## src/rtl/hex_image_dumper.sv

```systemverilog
// Streams a window of word memory to a byte sink as ASCII hex lines ("xxxx\n"), one read per word.
// Build macro HEXDUMP_ADDR_PREFIX_EN prefixes each line with the word address and ": ".
module hex_image_dumper #(
  parameter int DATA_W = 16,
  parameter int ADDR_W = 8,
  parameter int UPPER  = 0
) (
  input  logic              clk,
  input  logic              rst,
  input  logic              start,
  input  logic [ADDR_W-1:0] base_addr,
  input  logic [ADDR_W:0]   word_count,
  output logic              busy,
  output logic              done,
  output logic              mem_rd_en,
  output logic [ADDR_W-1:0] mem_addr,
  input  logic [DATA_W-1:0] mem_rdata,
  output logic [7:0]        tx_data,
  output logic              tx_valid,
  input  logic              tx_ready
);
  localparam int NDIG  = DATA_W / 4;
  localparam int DIG_W = (NDIG > 1) ? $clog2(NDIG) : 1;
  localparam logic [ADDR_W:0] DEPTH = {1'b1, {ADDR_W{1'b0}}};

  typedef enum logic [2:0] {
    IDLE, FETCH, LATCH,
`ifdef HEXDUMP_ADDR_PREFIX_EN
    ADDR,
`endif
    DIGIT, EOL, FIN
  } state_t;

  state_t            state_q, state_d;
  logic [DATA_W-1:0] word_q, word_d;
  logic [ADDR_W-1:0] addr_q, addr_d;
  logic [ADDR_W:0]   remain_q, remain_d;
  logic [DIG_W-1:0]  dig_q, dig_d;
  logic [ADDR_W:0]   count_clamped;

`ifdef HEXDUMP_ADDR_PREFIX_EN
  localparam int ADIG   = (ADDR_W + 3) / 4;
  localparam int APOS_W = $clog2(ADIG + 2);
  logic [APOS_W-1:0] apos_q, apos_d;
  logic [ADIG*4-1:0] addr_pad;
  assign addr_pad = (ADIG*4)'(addr_q);
`endif

  function automatic logic [7:0] hex_char(input logic [3:0] n);
    if (n < 4'd10) return 8'h30 + {4'h0, n};
    return ((UPPER != 0) ? 8'h41 : 8'h61) + {4'h0, n} - 8'd10;
  endfunction

  assign count_clamped = (word_count > DEPTH) ? DEPTH : word_count;

  always_ff @(posedge clk or posedge rst) begin
    if (rst) begin
      state_q  <= IDLE;
      word_q   <= '0;
      addr_q   <= '0;
      remain_q <= '0;
      dig_q    <= '0;
`ifdef HEXDUMP_ADDR_PREFIX_EN
      apos_q   <= '0;
`endif
    end else begin
      state_q  <= state_d;
      word_q   <= word_d;
      addr_q   <= addr_d;
      remain_q <= remain_d;
      dig_q    <= dig_d;
`ifdef HEXDUMP_ADDR_PREFIX_EN
      apos_q   <= apos_d;
`endif
    end
  end

  always_comb begin
    state_d  = state_q;
    word_d   = word_q;
    addr_d   = addr_q;
    remain_d = remain_q;
    dig_d    = dig_q;
`ifdef HEXDUMP_ADDR_PREFIX_EN
    apos_d   = apos_q;
`endif
    case (state_q)
      IDLE: if (start) begin
        addr_d   = base_addr;
        remain_d = count_clamped;
        state_d  = (count_clamped == '0) ? FIN : FETCH;
      end
      FETCH: state_d = LATCH;
      LATCH: begin
        word_d = mem_rdata;
        dig_d  = DIG_W'(NDIG - 1);
`ifdef HEXDUMP_ADDR_PREFIX_EN
        apos_d  = '0;
        state_d = ADDR;
`else
        state_d = DIGIT;
`endif
      end
`ifdef HEXDUMP_ADDR_PREFIX_EN
      ADDR: if (tx_ready) begin
        if (apos_q == APOS_W'(ADIG + 1)) state_d = DIGIT;
        else apos_d = apos_q + APOS_W'(1);
      end
`endif
      DIGIT: if (tx_ready) begin
        if (dig_q == '0) state_d = EOL;
        else dig_d = dig_q - DIG_W'(1);
      end
      EOL: if (tx_ready) begin
        remain_d = remain_q - (ADDR_W+1)'(1);
        // Compare before decrement: the line just sent was the last one.
        if (remain_q == (ADDR_W+1)'(1)) begin
          state_d = FIN;
        end else begin
          addr_d  = addr_q + ADDR_W'(1);
          state_d = FETCH;
        end
      end
      FIN:     state_d = IDLE;
      default: state_d = IDLE;
    endcase
  end

  assign mem_addr = addr_q;

  always_comb begin
    busy      = (state_q != IDLE) && (state_q != FIN);
    done      = (state_q == FIN);
    mem_rd_en = (state_q == FETCH);
    tx_valid  = 1'b0;
    tx_data   = 8'h00;
    case (state_q)
`ifdef HEXDUMP_ADDR_PREFIX_EN
      ADDR: begin
        tx_valid = 1'b1;
        if (apos_q < APOS_W'(ADIG))
          tx_data = hex_char(addr_pad[(ADIG-1-int'(apos_q))*4 +: 4]);
        else if (apos_q == APOS_W'(ADIG))
          tx_data = 8'h3A;
        else
          tx_data = 8'h20;
      end
`endif
      DIGIT: begin
        tx_valid = 1'b1;
        tx_data  = hex_char(word_q[int'(dig_q)*4 +: 4]);
      end
      EOL: begin
        tx_valid = 1'b1;
        tx_data  = 8'h0A;
      end
      default: ;
    endcase
  end

endmodule

```

## config.mk

```make
export PLATFORM = sky130hd
export DESIGN_NAME = hex_image_dumper
export DESIGN_NICKNAME = d
export VERILOG_FILES = /design/src/rtl/hex_image_dumper.sv
export SDC_FILE = /design/constraint.sdc
export NUM_CORES = 1
export LEC_CHECK = 0
export ABC_AREA = 1
export CAP_MARGIN = 15
export CORE_MARGIN = 3
export CORE_UTILIZATION = 25
export DETAILED_ROUTE_END_ITERATION = 10
export PLACE_DENSITY = 0.48
export SLEW_MARGIN = 20
export SYNTH_ARGS = -nofsm -noshare
export SYNTH_HDL_FRONTEND = slang
export SYNTH_SLANG_ARGS = --single-unit
```

## constraint.sdc

```tcl
create_clock -name clk -period 4 [get_ports clk]
set_clock_uncertainty 0.2 [all_clocks]
set_input_delay 0.6 -clock clk [delete_from_list [all_inputs] [get_ports clk]]
set_output_delay 0.6 -clock clk [all_outputs]
set_load 0.05 [all_outputs]
```

==> run metrics <==
Final setup viols 0; area of the die 11000 um2; Leak 1.62 nW; CTS buffer count 5; Final WS setup 0.482 ns; total gr overflow 0; critical path class reg2out; Reg clk slew, reported paths 0.08 ns; Via Count 2442; largest net degree at the start of global routing 25; final setup TNS 0 ns; Yosys cell types 29; r2r setup slk 1.86 ns; WL/cell 11.6 um; cts repair resizes 0; fin crit share 87.9%; Critical Path RT 3.20 ns; DRT Pass-1 Iters 4; unrepaired setup endpoints after global routing false; Row Count 35; share of the synthesized area in the top cell type 38.9%; worst-margin pin slew 0.854 ns; most frequent cell after synthesis nand2_1; crit-path max cell delay 0.81 ns; Post-CTS Setup Bufs 0; Crit. Startpoint dig_q[0]; share of layout cells above drive strength 1 4.40%; fin. max-slew vios 0; area delta synth->final 31.5%; top post-synthesis cells by area dfrtp_1, nand2_1, inv_1; Syn Nets 419; worst reg-to-reg path cell count 7; register area share after synthesis 38.9%; Post-synth ARST share 100%; Worst-Skew Late Latency 0.29 ns; # Max-Cap Violations 0; Post-synth EDFFs 0; gpl congestion 0.842; Die W 105 um; post-placement cell count 553; Diodes inserted 0; RR Startpoint state_q[1]; status finished, final reports clean; clk buf depth 2; gate count after technology mapping 377; FF-to-FF End mem_addr[6]; Initial Util 26.1%; CTS Sinks 38; Max IR drop VDD 0.000213 V; Overall Global Routing Usage 12.3%; number of global-route vias before repair 2304; fin crit period 3.52 ns; antenna violations before repair 0; Port Buffers 55; Worst setup EP type output pin; Slew HR 43.0%; Core Area 9370 um2; synthesis-stage register bit count 38; # DRC 0; startpoint types flop; Ys Warns 0; final hold viol count 0; Critical Path Slowest Stage Cell clkdlybuf4s50_1; Synth top cells by count nand2_1, inv_1, dfrtp_1; vias per cell 4.35; cell area after synthesis 2450 um2; critical path arrival 2.72 ns; top-level port count 57; Mapped Avg Cell Area 6.49 um2; maximum clock rate 0.284 GHz; hold_buf cts 0; post-route insts no fill 561; post-route ant nets 0; Die Ht 105 um; final net count 473; drt first-iter violations 83; final hold slack 0.287 ns; crit-path cells clkinv_1 > nand2_1 > nand3_1 > nand2_1 > ha_1 > inv_1 > nand3_1 > a21oi_1 > clkdlybuf4s50_1; CP max FO 12; crit path to tx_data[1]; clock root cell clkbuf_8; DPL Wire Length 4930 um; htree depth 2; leading area contributor after synthesis dfrtp_1; first-pass GRT wire length 11200 um; TritonCTS clock tree built; Pwr Density 804 nW/um2; Routed WL 6500 um; ys flop type dfrtp_1; pre-CTS WS 0.793 ns; Hold Crit Class reg2reg
==> critical path: cells and delay by family (launching register included) <==
family	cells	cell delay, ns
adders and majority gates	1	0.23
AOI/OAI and AO/OA	1	0.13
DFF	1	0.53
buffers and inverters	3	1.13
and+or+nand+nor	4	0.41
==> worst min path at each step <==
stage | slack [ns] | startpoint | end | cells after the start
floorplan | 0.24 | word_q[4] | word_q[4] | 2
global placement | 0.27 | word_q[4] | word_q[4] | 2
detailed placement | 0.27 | word_q[9] | word_q[9] | 2
CTS | 0.29 | word_q[9] | word_q[9] | 2
global route | 0.32 | word_q[2] | word_q[2] | 2
finish | 0.29 | word_q[2] | word_q[2] | 2
==> metal layers <==
layer,vias up,global-route usage (%),routed length [um]
li1,1286,-,-
met1,1101,16.1,3200
met2,51,20.9,2960
met3,4,2.66,315
met4,0,2.34,30
met5,-,0,0
==> kinds of logic (layout without fill, tap and decap cells) <==
group | count (synthesis) | count (layout) | synth area share, %
simple gates | 239 | 239 | 39.7
buf+inv | 55 | 110 | 9.20
flops | 38 | 38 | 38.9
compound gates | 36 | 36 | 8.38
fa+ha+maj | 5 | 5 | 2.56
xor+xnor | 2 | 2 | 0.716
other cells | 1 | 1 | 0.153
mux | 1 | 1 | 0.409
==> stage by stage <==
| stage | util (%) | power (mW) | area, um2 |
|---|---|---|---|
| floorplan | - | 1.88 | 2450 |
| global placement | 33.4 | 2.32 | 3130 |
| detailed placement | 33.4 | 2.33 | 3130 |
| CTS | 34.3 | 2.62 | 3220 |
| global route | 34.3 | 2.85 | 3220 |
| finish | 34.3 | 2.59 | 3220 |
==> area by class of cell <==
type | count | area [um2]
Tap cell | 129 | 161
Inverter | 44 | 165
Sequential cell | 38 | 951
Timing Repair Buffer | 58 | 573
Fill cell | 1058 | 6150
Clock inverter | 1 | 5.00
Clock buffer | 7 | 86.3
Multi-Input combinational cell | 284 | 1280
==> sequential cells by signal, summed over array words and instances (netlist names) <==
signal    cells
dig_q         2
mem_addr      8
remain_q      9
state_q       3
word_q       16
==> cells in the final DEF, fill, tap and decap left out, types with 2 or more instances in the layout <==
cell             synthesis  final
a21oi_1                  8      8
a31oi_1                  2      2
buf_4                    3      3
clkbuf_8                 0      6
clkdlybuf4s50_1          0     55
dfrtp_1                 38     38
ha_1                     5      5
inv_1                   41     41
inv_2                    2      2
nand2_1                161    161
nand2_2                  2      2
nand3_1                 27     27
nand3b_1                 2      2
nand4_1                  5      5
nor2_1                  35     35
nor2_2                   2      2
nor3_1                   4      3
o21ai_0                 15     15
o21ai_1                  4      4
o22ai_1                  3      3
xnor2_1                  2      2
==> where the power goes <==
| group | switching, mW | internal [mW] | leakage [nW] |
|---|---|---|---|
| registers | 0.186 | 0.567 | 0.470 |
| logic | 1.03 | 0.527 | 1.10 |
| clock network | 0.139 | 0.139 | 0.0482 |
No activity file was read; power rests on OpenSTA's default activity.
==> patch 1, RTL diff (config.mk and constraints unchanged) <==
Take the reset off `word_q` and load it in a clocked block of its own.
--- a/src/rtl/hex_image_dumper.sv
+++ b/src/rtl/hex_image_dumper.sv
@@ -58,3 +58,2 @@
       state_q  <= IDLE;
-      word_q   <= '0;
       addr_q   <= '0;
@@ -67,3 +66,2 @@
       state_q  <= state_d;
-      word_q   <= word_d;
       addr_q   <= addr_d;
@@ -75,2 +73,6 @@
     end
+  end
+
+  always_ff @(posedge clk) begin
+    word_q <= word_d;
   end
Check against the original RTL: no difference found for any inputs over 10 cycles, from zero or initial values and one cycle with rst high; that may be too few to reach the edited logic, so the function may still have changed.
==> patch 1 against the unedited design <==
Worst setup slack better by 0.10 ns; sequential power decreased by 2.8%; largest cell class unchanged; sequential cell count stayed put; area after synthesis shrank 3.3%; total power shrank 2.8%; final area down 1.1%; die area is 3.1% lower; utilization grew 1.1 points; wire length is 7.0% lower.
==> patch 1: results (changes against the unedited design) <==
Gr usage total = 0.116 (-0.00696)
Period utilisation layout = 0.854 (-0.0258)
Routability cong. = 0.834 (-0.94%)
Ys async rst share = 0.579 (-0.421)
HPWL after DPL = 4520 µm (-8.3%)
Outcome = completed
Largest net degree at the start of global routing = 24 (-4.0%)
Routed WL = 6050 µm (-7.0%)
Vias in the first global route = 2065 (-10%)
Post-synthesis xor/xnor area fraction = 0.00370 (-0.00346)
Relative slew margins = 0.374 (-0.0562)
RR Endpoint = mem_addr[5]
Routed WL per cell = 11.7 µm (+0.77%)
Crit-path max FO = 10 (-2)
Top post-synthesis cells by count = nand2_1 (130), nor2_1 (39), nand3_1 (32)
DR vias/cell = 4.43 (+1.9%)
Worst setup endpoint = tx_data[2]
Grt met3 use = 0.0241 (-0.00241)
FF-to-FF setup slack = 2.05 ns (+0.19 ns)
First-pass GRT wire length = 9690 µm (-13%)
Post-place instance area = 3050 µm² (-2.6%)
Arrival @ worst endpoint = 2.61 ns (-0.11 ns)
Worst VDD drop = 374 µV (+75%)
Leakage dissipation = 1.48 nW (-8.2%)
Layout cells sized above 1 = 0.0612 (+0.0172)
Reg2reg path depth = 9 (+2)
Syn Nets = 376 (-10%)
Worst hold-check slack = 0.285 ns (-0.00195 ns)
Cells after Synth = 334 (-11%)
Mux cell area share after synthesis = 0.00423 (+0.000141)
Adder-cell area share of the yosys netlist = 0.0264 (+0.000879)
Initial DRC count = 107 (+29%)
Met3 WL = 292 µm (-7.3%)
Seq/Total Area, Yosys = 0.436 (+0.0472)
Metal-1 WL = 2930 µm (-8.5%)
[patch 1: worst min path at each step]
stage / from / cells after the start / endpoint
after CTS: remain_q[7] / 2 / remain_q[7]
after global placement: remain_q[7] / 2 / remain_q[7]
after floorplan: remain_q[7] / 2 / remain_q[7]
after global routing: remain_q[7] / 2 / remain_q[7]
final: remain_q[7] / 2 / remain_q[7]
after detailed placement: remain_q[7] / 2 / remain_q[7]
[patch 1: worst min-delay path: stages (launching register included)]
cell	delay [ns]
dfrtp_1	0.35
nand2_1	0.05
nand2_1	0.05
[patch 1: power breakdown]
| group | switching [mW] | leakage (nW) | internal [mW] |
|---|---|---|---|
| clock network | 0.150 | 0.0683 | 0.250 |
| logic | 0.934 | 0.993 | 0.452 |
| registers | 0.146 | 0.423 | 0.586 |
| total | 1.23 | 1.48 | 1.29 |
[patch 1: area by class of cell]
class	count	share of cell area
multi-input combinational	254	0.364
sequential	38	0.324
timing repair buffer	57	0.178
tap	126	0.0495
inverter	35	0.0413
clock buffer	5	0.0216
clock inverter	3	0.0216
==> patch 2, RTL diff (same settings) <==
Without the edit above. The parameter `DATA_W` goes from 16 to 32.
--- a/src/rtl/hex_image_dumper.sv
+++ b/src/rtl/hex_image_dumper.sv
@@ -3,3 +3,3 @@
 module hex_image_dumper #(
-  parameter int DATA_W = 16,
+  parameter int DATA_W = 32,
   parameter int ADDR_W = 8,
Interface: changed (resized mem_rdata); port bits go from 57 to 73. No check against the original RTL was run, so the function may have changed too.
==> patch 2 against the unedited design <==
Sequential cell count is 17 higher; total power up 33%; fmax decreased by 5.0%; wire length increased by 29%; global-route usage grew 0.075 points; critical path depth is 1 higher; worst setup slack got worse by 0.18 ns; sequential share of layout area is 3.5 points higher; count of clock-buffer cells in the layout shrank 1; area after synthesis is 29% higher; final area grew 30%; worst hold slack improved by 0.0028 ns.
==> patch 2: results (changes against the unedited design) <==
Layout cells sized above 1 = 0.0548 (+0.0108)
Leakage dissipation = 1.98 nW (+23%)
Syn Nets = 504 (+20%)
Top post-synthesis cells by count = nand2_1 (163), dfrtp_1 (55), o21ai_0 (48)
Initial DRC count = 172 (+110%)
Worst setup endpoint = tx_data[2]
Outcome = completed
Crit-path max FO = 11 (-1)
CTS root buffer = clkbuf_16
Largest register FFs = 32 (+16)
Netlist cell types = 33 (+14%)
Synth area leaders = dfrtp_1 (43%), nand2_1 (19%), o21ai_0 (7.6%), inv_1 (5.4%), nand3_1 (5.4%)
Via count = 2951 (+21%)
Crit path from = dig_q[1]
HP Class = reg2reg
Gr usage total = 0.124 (+0.000750)
RR Startpoint = state_q[2]
FF-to-FF setup slack = 1.79 ns (-0.07 ns)
First-pass GRT wire length = 14600 µm (+31%)
Worst VDD drop = 330 µV (+55%)
# diodes = 0 (unchanged)
Input/output buffers = 71 (+29%)
Arrival @ worst endpoint = 2.90 ns (+0.18 ns)
Ys async rst share = 1.00 (unchanged)
Worst-Margin Slew = 0.836 ns (-0.0188 ns)
Post-place instance area = 4020 µm² (+28%)
Seq/Total Area, Yosys = 0.434 (+0.0457)
RR Endpoint = mem_addr[3]
HPWL after DPL = 6340 µm (+29%)
Reg2reg path depth = 8 (+1)
Routed WL per cell = 12.3 µm (+6.6%)
Largest net degree at the start of global routing = 60 (+140%)
## patch 2: cell count changes after synthesis, sizes merged, moves of 5 or more
cell,unedited run,this run
xor2,0,5
inv,43,53
dfrtp,38,55
o21ai,20,57
nand3,28,35
nor2,37,29
## patch 2: worst register-to-register path: cells and delay by family, from the launching register on
family / cells / cell delay (ns)
AO/OA/AOI/OAI: 2 / 0.25
AND/OR/NAND/NOR: 4 / 0.74
buffers and inverters: 2 / 0.47
flip-flops: 1 / 0.49
## patch 2: cell type report
cell class                      count  area [µm²]
Clock inverter                      2        17.5
Sequential cell                    55        1380
Inverter                           55         209
Fill cell                        1334        8040
Timing Repair Buffer               73         726
Clock buffer                        6         139
Tap cell                          168         210
Multi-Input combinational cell    320        1490
## patch 2: worst min-delay path by stage
stage,from,end,slack (ns),cells after the start
after detailed placement,word_q[0],word_q[0],0.28,2
after global routing,word_q[0],word_q[0],0.33,2
final,word_q[24],word_q[24],0.29,2
after CTS,word_q[0],word_q[0],0.30,2
after global placement,remain_q[5],remain_q[5],0.27,2
after floorplan,word_q[24],word_q[24],0.24,2
## patch 2: cells by family after synthesis
group / Yosys count / share of synthesized area
AND/OR/NAND/NOR: 235 / 0.309
AO/OA/AOI/OAI: 73 / 0.124
buffers and inverters: 70 / 0.0944
flip-flops: 55 / 0.434
adder cells (fa/ha/maj): 6 / 0.0237
XOR/XNOR: 5 / 0.0138
other: 1 / 0.00118
## patch 2: metrics by stage
step / util / hold WS, ns / worst slack (ns) / instances
after floorplan: - / 0.244 / 1.30 / 445
after detailed placement: 0.329 / 0.276 / 0.513 / 671
final: 0.342 / 0.290 / 0.299 / 679
after CTS: 0.342 / 0.296 / 0.183 / 679
after global placement: 0.329 / 0.266 / 0.597 / 671
after global routing: 0.342 / 0.326 / 0.0763 / 679
## patch 2: routing by layer
metal	wire length [µm]	vias up	part of all wire	track usage
li1	-	1533	-	-
met1	4220	1371	0.50	0.172
met2	3890	41	0.46	0.204
met3	186	6	0.022	0.0153
met4	88	0	0.010	0.0304
met5	0	-	0	0
## patch 2: where the power goes
group / total [mW] / switching [mW] / leakage, nW / internal (mW)
combinational: 1.95 / 1.31 / 1.23 / 0.642
sequential: 1.02 / 0.195 / 0.676 / 0.824
clock: 0.467 / 0.212 / 0.0779 / 0.254
